## config.mk

```make
export PLATFORM = sky130hd
export DESIGN_NAME = arb_stream_mux_flat
export DESIGN_NICKNAME = d
export VERILOG_FILES = /design/src/rtl/arb_stream_mux_if.sv /design/src/rtl/arb_stream_mux.sv /design/src/flat_wrapper.sv
export SDC_FILE = /design/constraint.sdc
export NUM_CORES = 1
export LEC_CHECK = 0
export ABC_AREA = 1
export CAP_MARGIN = 0
export CORE_UTILIZATION = 43
export CTS_BUF_LIST = sky130_fd_sc_hd__clkbuf_4 sky130_fd_sc_hd__clkbuf_8
export CTS_CLUSTER_DIAMETER = 150
export DETAILED_ROUTE_END_ITERATION = 6
export PLACE_DENSITY = 0.9
export SLEW_MARGIN = 10
export SYNTH_ARGS = -nofsm -noshare
export SYNTH_HDL_FRONTEND = slang
export SYNTH_SLANG_ARGS = --single-unit
```

## constraint.sdc

```tcl
create_clock -name clk -period 2 [get_ports clk]
set_input_delay 0.4 -clock clk [delete_from_list [all_inputs] [get_ports clk]]
set_output_delay 0.4 -clock clk [all_outputs]
set_load 0.05 [all_outputs]
```

## src/rtl/arb_stream_mux_if.sv

```systemverilog
// Bundle of the stream, output and arbiter handshake signals around arb_stream_mux.
// The mux connects through the slave modport; the environment uses master.
interface arb_stream_mux_if #(
  parameter int PORTS      = 4,
  parameter int DATA_WIDTH = 8
);
  localparam int SEL_W = (PORTS > 1) ? $clog2(PORTS) : 1;

  logic [PORTS*DATA_WIDTH-1:0] s_data;
  logic [PORTS-1:0]            s_valid;
  logic [PORTS-1:0]            s_last;
  logic [PORTS-1:0]            s_ready;
  logic [DATA_WIDTH-1:0]       m_data;
  logic                        m_valid;
  logic                        m_last;
  logic                        m_ready;
  logic [PORTS-1:0]            arb_request;
  logic [PORTS-1:0]            arb_acknowledge;
  logic [PORTS-1:0]            arb_grant;
  logic                        arb_grant_valid;
  logic [SEL_W-1:0]            arb_grant_encoded;

  modport slave (
    input  s_data, s_valid, s_last, m_ready,
    input  arb_grant, arb_grant_valid, arb_grant_encoded,
    output s_ready, m_data, m_valid, m_last,
    output arb_request, arb_acknowledge
  );

  modport master (
    output s_data, s_valid, s_last, m_ready,
    output arb_grant, arb_grant_valid, arb_grant_encoded,
    input  s_ready, m_data, m_valid, m_last,
    input  arb_request, arb_acknowledge
  );
endinterface

```

## src/rtl/arb_stream_mux.sv

```systemverilog
// Frame-level stream mux behind an external arbiter: forwards the granted port's
// beats through a 2-entry skid buffer and releases the grant on the last-beat handshake.
module arb_stream_mux #(
  parameter int PORTS      = 4,
  parameter int DATA_WIDTH = 8
) (
  input  logic              clk,
  input  logic              rst_n,
  arb_stream_mux_if.slave   bus,
  output logic              busy
);

  logic [DATA_WIDTH-1:0] head_data_q, head_data_d;
  logic [DATA_WIDTH-1:0] tail_data_q, tail_data_d;
  logic                  head_last_q, head_last_d;
  logic                  tail_last_q, tail_last_d;
  logic [1:0]            occ_q, occ_d;
  logic                  ready_int_q, ready_int_d;
  logic                  frame_active_q, frame_active_d;

  logic [PORTS-1:0]      s_ready_s;
  logic                  push_s;
  logic                  pop_s;
  logic [DATA_WIDTH-1:0] in_data_s;
  logic                  in_last_s;

  // s_ready comes only from a register and the grant, so m_ready never reaches it combinationally
  assign s_ready_s            = {PORTS{ready_int_q & bus.arb_grant_valid}} & bus.arb_grant;
  assign bus.s_ready          = s_ready_s;
  assign bus.arb_request      = bus.s_valid;
  assign bus.arb_acknowledge  = bus.arb_grant & bus.s_valid & s_ready_s & bus.s_last;
  assign push_s               = |(bus.s_valid & s_ready_s);
  assign pop_s                = (occ_q != 2'd0) & bus.m_ready;
  assign bus.m_valid          = (occ_q != 2'd0);
  assign bus.m_data           = head_data_q;
  assign bus.m_last           = head_last_q;
  assign busy                 = frame_active_q | (occ_q != 2'd0);

  // Select the granted port's beat
  always_comb begin
    in_data_s = bus.s_data[int'(bus.arb_grant_encoded)*DATA_WIDTH +: DATA_WIDTH];
    in_last_s = bus.s_last[bus.arb_grant_encoded];
  end

  // Skid buffer next state: head is the output entry, tail holds the second beat
  always_comb begin
    head_data_d    = head_data_q;
    head_last_d    = head_last_q;
    tail_data_d    = tail_data_q;
    tail_last_d    = tail_last_q;
    occ_d          = occ_q;
    frame_active_d = frame_active_q;
    case ({push_s, pop_s})
      2'b10: begin
        if (occ_q == 2'd0) begin
          head_data_d = in_data_s;
          head_last_d = in_last_s;
        end else begin
          tail_data_d = in_data_s;
          tail_last_d = in_last_s;
        end
        occ_d = occ_q + 2'd1;
      end
      2'b01: begin
        head_data_d = tail_data_q;
        head_last_d = tail_last_q;
        occ_d       = occ_q - 2'd1;
      end
      2'b11: begin
        if (occ_q == 2'd2) begin
          head_data_d = tail_data_q;
          head_last_d = tail_last_q;
          tail_data_d = in_data_s;
          tail_last_d = in_last_s;
        end else begin
          head_data_d = in_data_s;
          head_last_d = in_last_s;
        end
      end
      default: begin
        occ_d = occ_q;
      end
    endcase
    if (push_s) begin
      frame_active_d = ~in_last_s;
    end else begin
      frame_active_d = frame_active_q;
    end
    ready_int_d = (occ_d != 2'd2);
  end

  // State registers; reset drops any held beats and any partial frame
  always_ff @(posedge clk or negedge rst_n) begin
    if (!rst_n) begin
      head_data_q    <= '0;
      head_last_q    <= 1'b0;
      tail_data_q    <= '0;
      tail_last_q    <= 1'b0;
      occ_q          <= 2'd0;
      ready_int_q    <= 1'b0;
      frame_active_q <= 1'b0;
    end else begin
      head_data_q    <= head_data_d;
      head_last_q    <= head_last_d;
      tail_data_q    <= tail_data_d;
      tail_last_q    <= tail_last_d;
      occ_q          <= occ_d;
      ready_int_q    <= ready_int_d;
      frame_active_q <= frame_active_d;
    end
  end

endmodule

```

## src/flat_wrapper.sv

```systemverilog
// flat-port wrapper written by rule: the top's interface ports become plain ports
module arb_stream_mux_flat 
#(
  parameter int PORTS      = 4,
  parameter int DATA_WIDTH = 8
)
  (clk, rst_n, busy, bus_s_data, bus_s_valid, bus_s_last, bus_m_ready, bus_arb_grant, bus_arb_grant_valid, bus_arb_grant_encoded, bus_s_ready, bus_m_data, bus_m_valid, bus_m_last, bus_arb_request, bus_arb_acknowledge);
  arb_stream_mux_if #(.PORTS(PORTS), .DATA_WIDTH(DATA_WIDTH)) bus_i ();
  input  logic clk;
  input  logic rst_n;
  output logic busy;
  input wire logic [$bits(bus_i.s_data)-1:0] bus_s_data;
  input wire logic [$bits(bus_i.s_valid)-1:0] bus_s_valid;
  input wire logic [$bits(bus_i.s_last)-1:0] bus_s_last;
  input wire logic [$bits(bus_i.m_ready)-1:0] bus_m_ready;
  input wire logic [$bits(bus_i.arb_grant)-1:0] bus_arb_grant;
  input wire logic [$bits(bus_i.arb_grant_valid)-1:0] bus_arb_grant_valid;
  input wire logic [$bits(bus_i.arb_grant_encoded)-1:0] bus_arb_grant_encoded;
  output wire logic [$bits(bus_i.s_ready)-1:0] bus_s_ready;
  output wire logic [$bits(bus_i.m_data)-1:0] bus_m_data;
  output wire logic [$bits(bus_i.m_valid)-1:0] bus_m_valid;
  output wire logic [$bits(bus_i.m_last)-1:0] bus_m_last;
  output wire logic [$bits(bus_i.arb_request)-1:0] bus_arb_request;
  output wire logic [$bits(bus_i.arb_acknowledge)-1:0] bus_arb_acknowledge;
  assign bus_i.s_data = bus_s_data;
  assign bus_i.s_valid = bus_s_valid;
  assign bus_i.s_last = bus_s_last;
  assign bus_i.m_ready = bus_m_ready;
  assign bus_i.arb_grant = bus_arb_grant;
  assign bus_i.arb_grant_valid = bus_arb_grant_valid;
  assign bus_i.arb_grant_encoded = bus_arb_grant_encoded;
  assign bus_s_ready = bus_i.s_ready;
  assign bus_m_data = bus_i.m_data;
  assign bus_m_valid = bus_i.m_valid;
  assign bus_m_last = bus_i.m_last;
  assign bus_arb_request = bus_i.arb_request;
  assign bus_arb_acknowledge = bus_i.arb_acknowledge;
  arb_stream_mux #(.PORTS(PORTS), .DATA_WIDTH(DATA_WIDTH)) u_core (.clk(clk), .rst_n(rst_n), .bus(bus_i), .busy(busy));
endmodule
```

==> metrics.md <==
| Metric | Value |
|---|---|
| Number of DRC markers after the initial detailed-route iteration | `a little under 60` |
| Type of origin of the critical path | `input pin` |
| Complex-gate fraction of the synthesized area | `around 12%` |
| # nets final | `between 300 and 400` |
| Xor and xnor area share after synthesis | `less than 1%` |
| Worst setup path category | `in -> out` |
| Critical-path maximum fanout | `2` |
| DIE AREA | `between 0.003 and 0.004 mm^2` |
| Antenna Violating Nets Remaining | `0` |
| RePlAce Congestion | `0.875` |
| Classification of the worst-slack hold path | `in -> async` |
| Setup bufs post-CTS | `0` |
| Number of I/O pins | `73` |
| Clk sinks | `22` |
| Portion of netlist area occupied by mux cells | `0%` |
| Core box area | `0.00342 mm^2` |
| Final Setup Violations | `0` |
| Series of cell instances along the critical path | `clkdlybuf4s50_1 -> nand3_1 -> buf_4 -> nor3b_2 -> buf_12` |
| Clk_skew | `a little under 9 ps` |
| Clock period minus final worst setup slack | `about 1900 ps` |
| Delay of the slowest critical-path stage | `450 ps` |
| Worst slack on hold paths | `around 420 ps` |
| Post-Synthesis Cell Area | `about 0.0016 mm^2` |
| Maximum ir drop on the vdd rail | `0.000928 V` |
| Crit path DAT | `about 1500 ps` |
| Beginning of the critical path | `bus_arb_grant[3]` |
| Endpoint kind of the worst setup timing path | `output port` |
| Quantity of I/O buffers inserted on ports | `72` |
| CP Buf/Inv Count | `3` |
| Min setup slack post-route | `96.9 ps` |
| Routed len/inst | `approximately 12 um` |
| Die extent in y | `between 60 and 70 um` |
| Arithmetic-cell share of the synthesized area counting full adders, half adders and majority gates | `2.39%` |
| Deepest level of the CTS H-tree | `1` |
| Share of synthesized cell area in and, or, nand and nor gates | `a little under two fifths` |
| Path depth of the worst reg2reg path | `9` |
| Gate Count Post-Synth | `around 230` |
| Std-Cell Rows | `21` |
| Overall power | `approximately 0.003 W` |
| Bufs on Longest Clock Path | `2` |
| Layout Area Growth over Synthesis | `69.4%` |
| Via count of the first global-routing pass | `approximately 1,800` |
| Placed cell areas | `0.00258 mm^2` |
| Via/cell ratio | `around 4.8` |
| Wire length of the first global-routing pass | `~7500 um` |
| Post-synthesis net count | `between 200 and 300` |
| Slew at the pin closest to its max-slew limit | `between 400 and 500 ps` |
| R2r startpoint | `u_core.ready_int_q` |
| DIE WIDTH | `between 60 and 70 um` |
| Final hold viol count | `0` |
| Result of the run | `completed` |
| Routed Wire Length | `between 4000 and 5000 um` |
| Root buf cell | `sky130_fd_sc_hd__clkbuf_4` |
| Required time at the worst-slack endpoint | `between 1500 and 2000 ps` |
| Initial antenna violation count | `0` |
| Max_slew headroom | `approximately 67%` |
| Max-slew violations | `0` |
| Diode insertion count for antenna repair | `0` |
| Top achievable clock speed | `525 MHz` |
| Critical path's slowest cell | `sky130_fd_sc_hd__clkdlybuf4s50_1` |
| GR Overflow Total | `0` |
| Sequential-to-total area share from yosys stat | `35.1%` |
| Dpl ws | `-308 ps` |
| Via count | `between 1,500 and 2,000` |
| Total of hold buffers inserted after clock tree synthesis | `0` |
| Total DRC errors in the routed layout | `0` |
| Gr usage total | `around a quarter` |
| Power density cells | `about 1100 mW/mm^2` |
| Final worst-path cycle share | `95.2%` |
| First-pass DRT Iterations | `4` |
| Max-Cap Viols | `0` |
| Non-filler cells in the finished layout | `roughly 370` |
| Top delay family on crit path | `buffers and inverters` |
| Leakage power | `1.32 nW` |
| Stages on worst setup path | `5` |
| Post-Synthesis Mean Instance Area | `roughly 6.8 um^2` |
| Area of all placed cells without fillers | `between 0.002 and 0.003 mm^2` |
| Dominant combinational cell family by area after synthesis | `simple AND/OR/NAND/NOR gates` |
| Number of distinct library cell variants in the gate-level netlist after synthesis | `22` |
| Flop and latch count out of synthesis | `22` |
| Placed Cells incl. Taps | `around 360` |
| FILL cells | `252` |
| CTS tree | `built` |
| DPL Wire Length | `approximately 3500 um` |
| Number of buffers inserted during clock tree synthesis | `3` |
| Count of synthesis-stage warnings from yosys | `0` |
| Effective utilization at floorplan | `45.9%` |
| Largest net degree at the start of global routing | `23` |
| Clock latency reported for the late side of the worst-skew pair | `between 300 and 400 ps` |
| Setup slack, reg-to-reg | `approximately 180 ps` |
| Clock Pin Slew Worst Setup and Hold Paths | `130 ps` |
| Share of cells above drive strength 1 | `20.9%` |
[worst register-to-register path, delay by kind of cell (launching register included)]
family | cells | cell delay [ps]
AND/OR/NAND/NOR | 5 | 540
flip-flops | 1 | 440
adder cells (fa/ha/maj) | 1 | 330
AO/OA/AOI/OAI | 2 | 210
XOR/XNOR | 1 | 210
[cells in the mapped netlist]
| library cell | instances | area (um^2) |
|---|---|---|
| sky130_fd_sc_hd__a21oi_1 | 1 | 5.00 |
| sky130_fd_sc_hd__a21oi_2 | 8 | 70.1 |
| sky130_fd_sc_hd__buf_2 | 2 | 10.0 |
| sky130_fd_sc_hd__buf_4 | 7 | 52.6 |
| sky130_fd_sc_hd__buf_6 | 3 | 33.8 |
| sky130_fd_sc_hd__clkinv_1 | 1 | 3.75 |
| sky130_fd_sc_hd__dfrtp_1 | 22 | 551 |
| sky130_fd_sc_hd__ha_1 | 3 | 37.5 |
| sky130_fd_sc_hd__inv_1 | 24 | 90.1 |
| sky130_fd_sc_hd__inv_2 | 1 | 3.75 |
| sky130_fd_sc_hd__nand2_1 | 55 | 206 |
| sky130_fd_sc_hd__nand2_2 | 2 | 12.5 |
| sky130_fd_sc_hd__nand2_4 | 1 | 11.3 |
| sky130_fd_sc_hd__nand3_1 | 27 | 135 |
| sky130_fd_sc_hd__nor2_1 | 46 | 173 |
| sky130_fd_sc_hd__nor2_2 | 2 | 12.5 |
| sky130_fd_sc_hd__nor3b_1 | 4 | 30.0 |
| sky130_fd_sc_hd__o21a_1 | 1 | 7.51 |
| sky130_fd_sc_hd__o21ai_0 | 18 | 90.1 |
| sky130_fd_sc_hd__o21ai_2 | 2 | 17.5 |
| sky130_fd_sc_hd__or2_2 | 1 | 6.26 |
| sky130_fd_sc_hd__xnor2_1 | 1 | 8.76 |
[cell type report]
cell class / instances / area [um^2] / area share, %
flip-flops and latches: 22 / 551 / 20.7
clock buffers: 3 / 22.5 / 0.848
repair buffers: 97 / 1040 / 39.3
well taps: 46 / 57.6 / 2.17
multi-input cells: 172 / 855 / 32.2
clock inverters: 1 / 30.0 / 1.13
inverters: 26 / 97.6 / 3.68
[state kept, by name (all words and copies together) (netlist names)]
register	cells
u_core.tail_data_q	8
u_core.frame_active_q	1
u_core.tail_last_q	1
u_core.ready_int_q	1
u_core.occ_q	2
u_core.bus.m_data	8
u_core.bus.m_last	1
[where the power goes]
group	switching (W)	internal [W]	leakage, nW
clock	0.000141	0.000203	0.0279
combinational	0.00106	0.000733	1.03
sequential	0.000148	0.000651	0.259
[worst paths after layout]
check,endpoint
worst max-delay path,bus_arb_acknowledge[3]
worst min-delay path,u_core.tail_data_q[5]
worst max register to register,u_core.ready_int_q
worst min register to register,u_core.tail_last_q
max in group asynchronous,u_core.bus.m_data[7]
min in group clk,u_core.tail_last_q
[layer usage]
metal  vias up  track usage, %  wire length, um
li1        903               -                -
met1       819            25.1             1680
met2        50            46.0             2440
met3         7            6.02              252
met4         0            6.40               54
met5         -               0                0
[layout by cell type, fill, tap and decap left out]
cell type / synthesis / layout
sky130_fd_sc_hd__dfrtp_1: 22 / 22
sky130_fd_sc_hd__nand3_1: 27 / 27
sky130_fd_sc_hd__o21ai_0: 18 / 17
sky130_fd_sc_hd__o21a_1: 1 / 1
sky130_fd_sc_hd__nor3b_4: 0 / 1
sky130_fd_sc_hd__clkinv_1: 1 / 1
sky130_fd_sc_hd__clkbuf_4: 0 / 3
sky130_fd_sc_hd__clkdlybuf4s50_1: 0 / 57
sky130_fd_sc_hd__a21oi_2: 8 / 8
sky130_fd_sc_hd__nand2_2: 2 / 3
sky130_fd_sc_hd__a21oi_1: 1 / 1
sky130_fd_sc_hd__dlymetal6s2s_1: 0 / 1
sky130_fd_sc_hd__nor2_1: 46 / 46
sky130_fd_sc_hd__buf_4: 7 / 25
sky130_fd_sc_hd__inv_2: 1 / 2
sky130_fd_sc_hd__inv_1: 24 / 23
sky130_fd_sc_hd__nor3b_2: 0 / 3
sky130_fd_sc_hd__or2_2: 1 / 1
sky130_fd_sc_hd__nand2_1: 55 / 54
sky130_fd_sc_hd__ha_2: 0 / 1
sky130_fd_sc_hd__bufinv_16: 0 / 1
sky130_fd_sc_hd__buf_12: 0 / 13
sky130_fd_sc_hd__nand2_4: 1 / 1
sky130_fd_sc_hd__buf_6: 3 / 1
sky130_fd_sc_hd__nor2_2: 2 / 2
sky130_fd_sc_hd__o21ai_1: 0 / 1
sky130_fd_sc_hd__o21ai_2: 2 / 2
sky130_fd_sc_hd__ha_1: 3 / 2
sky130_fd_sc_hd__xnor2_1: 1 / 1
[stage by stage]
stage	TNS (ps)	utilization, %
2_1_floorplan	0	-
3_3_place_gp	-3560	75.7
3_5_place_dp	-5460	75.7
4_1_cts	0	77.4
5_1_grt	-4.65	77.7
6_report	0	77.7
[timing repair]
action	in CTS	in global routing
resized for setup	1	6
hold endpoints to repair	0	0
pin swaps	0	1
endpoints found under the setup margin	1	21
[logic make-up after synthesis]
kind of cell,Yosys count
XOR/XNOR,1
AO/OA/AOI/OAI,30
AND/OR/NAND/NOR,138
adder cells (fa/ha/maj),3
buffers and inverters,38
flip-flops,22
Note: power is estimated with default switching activity, not from simulation.
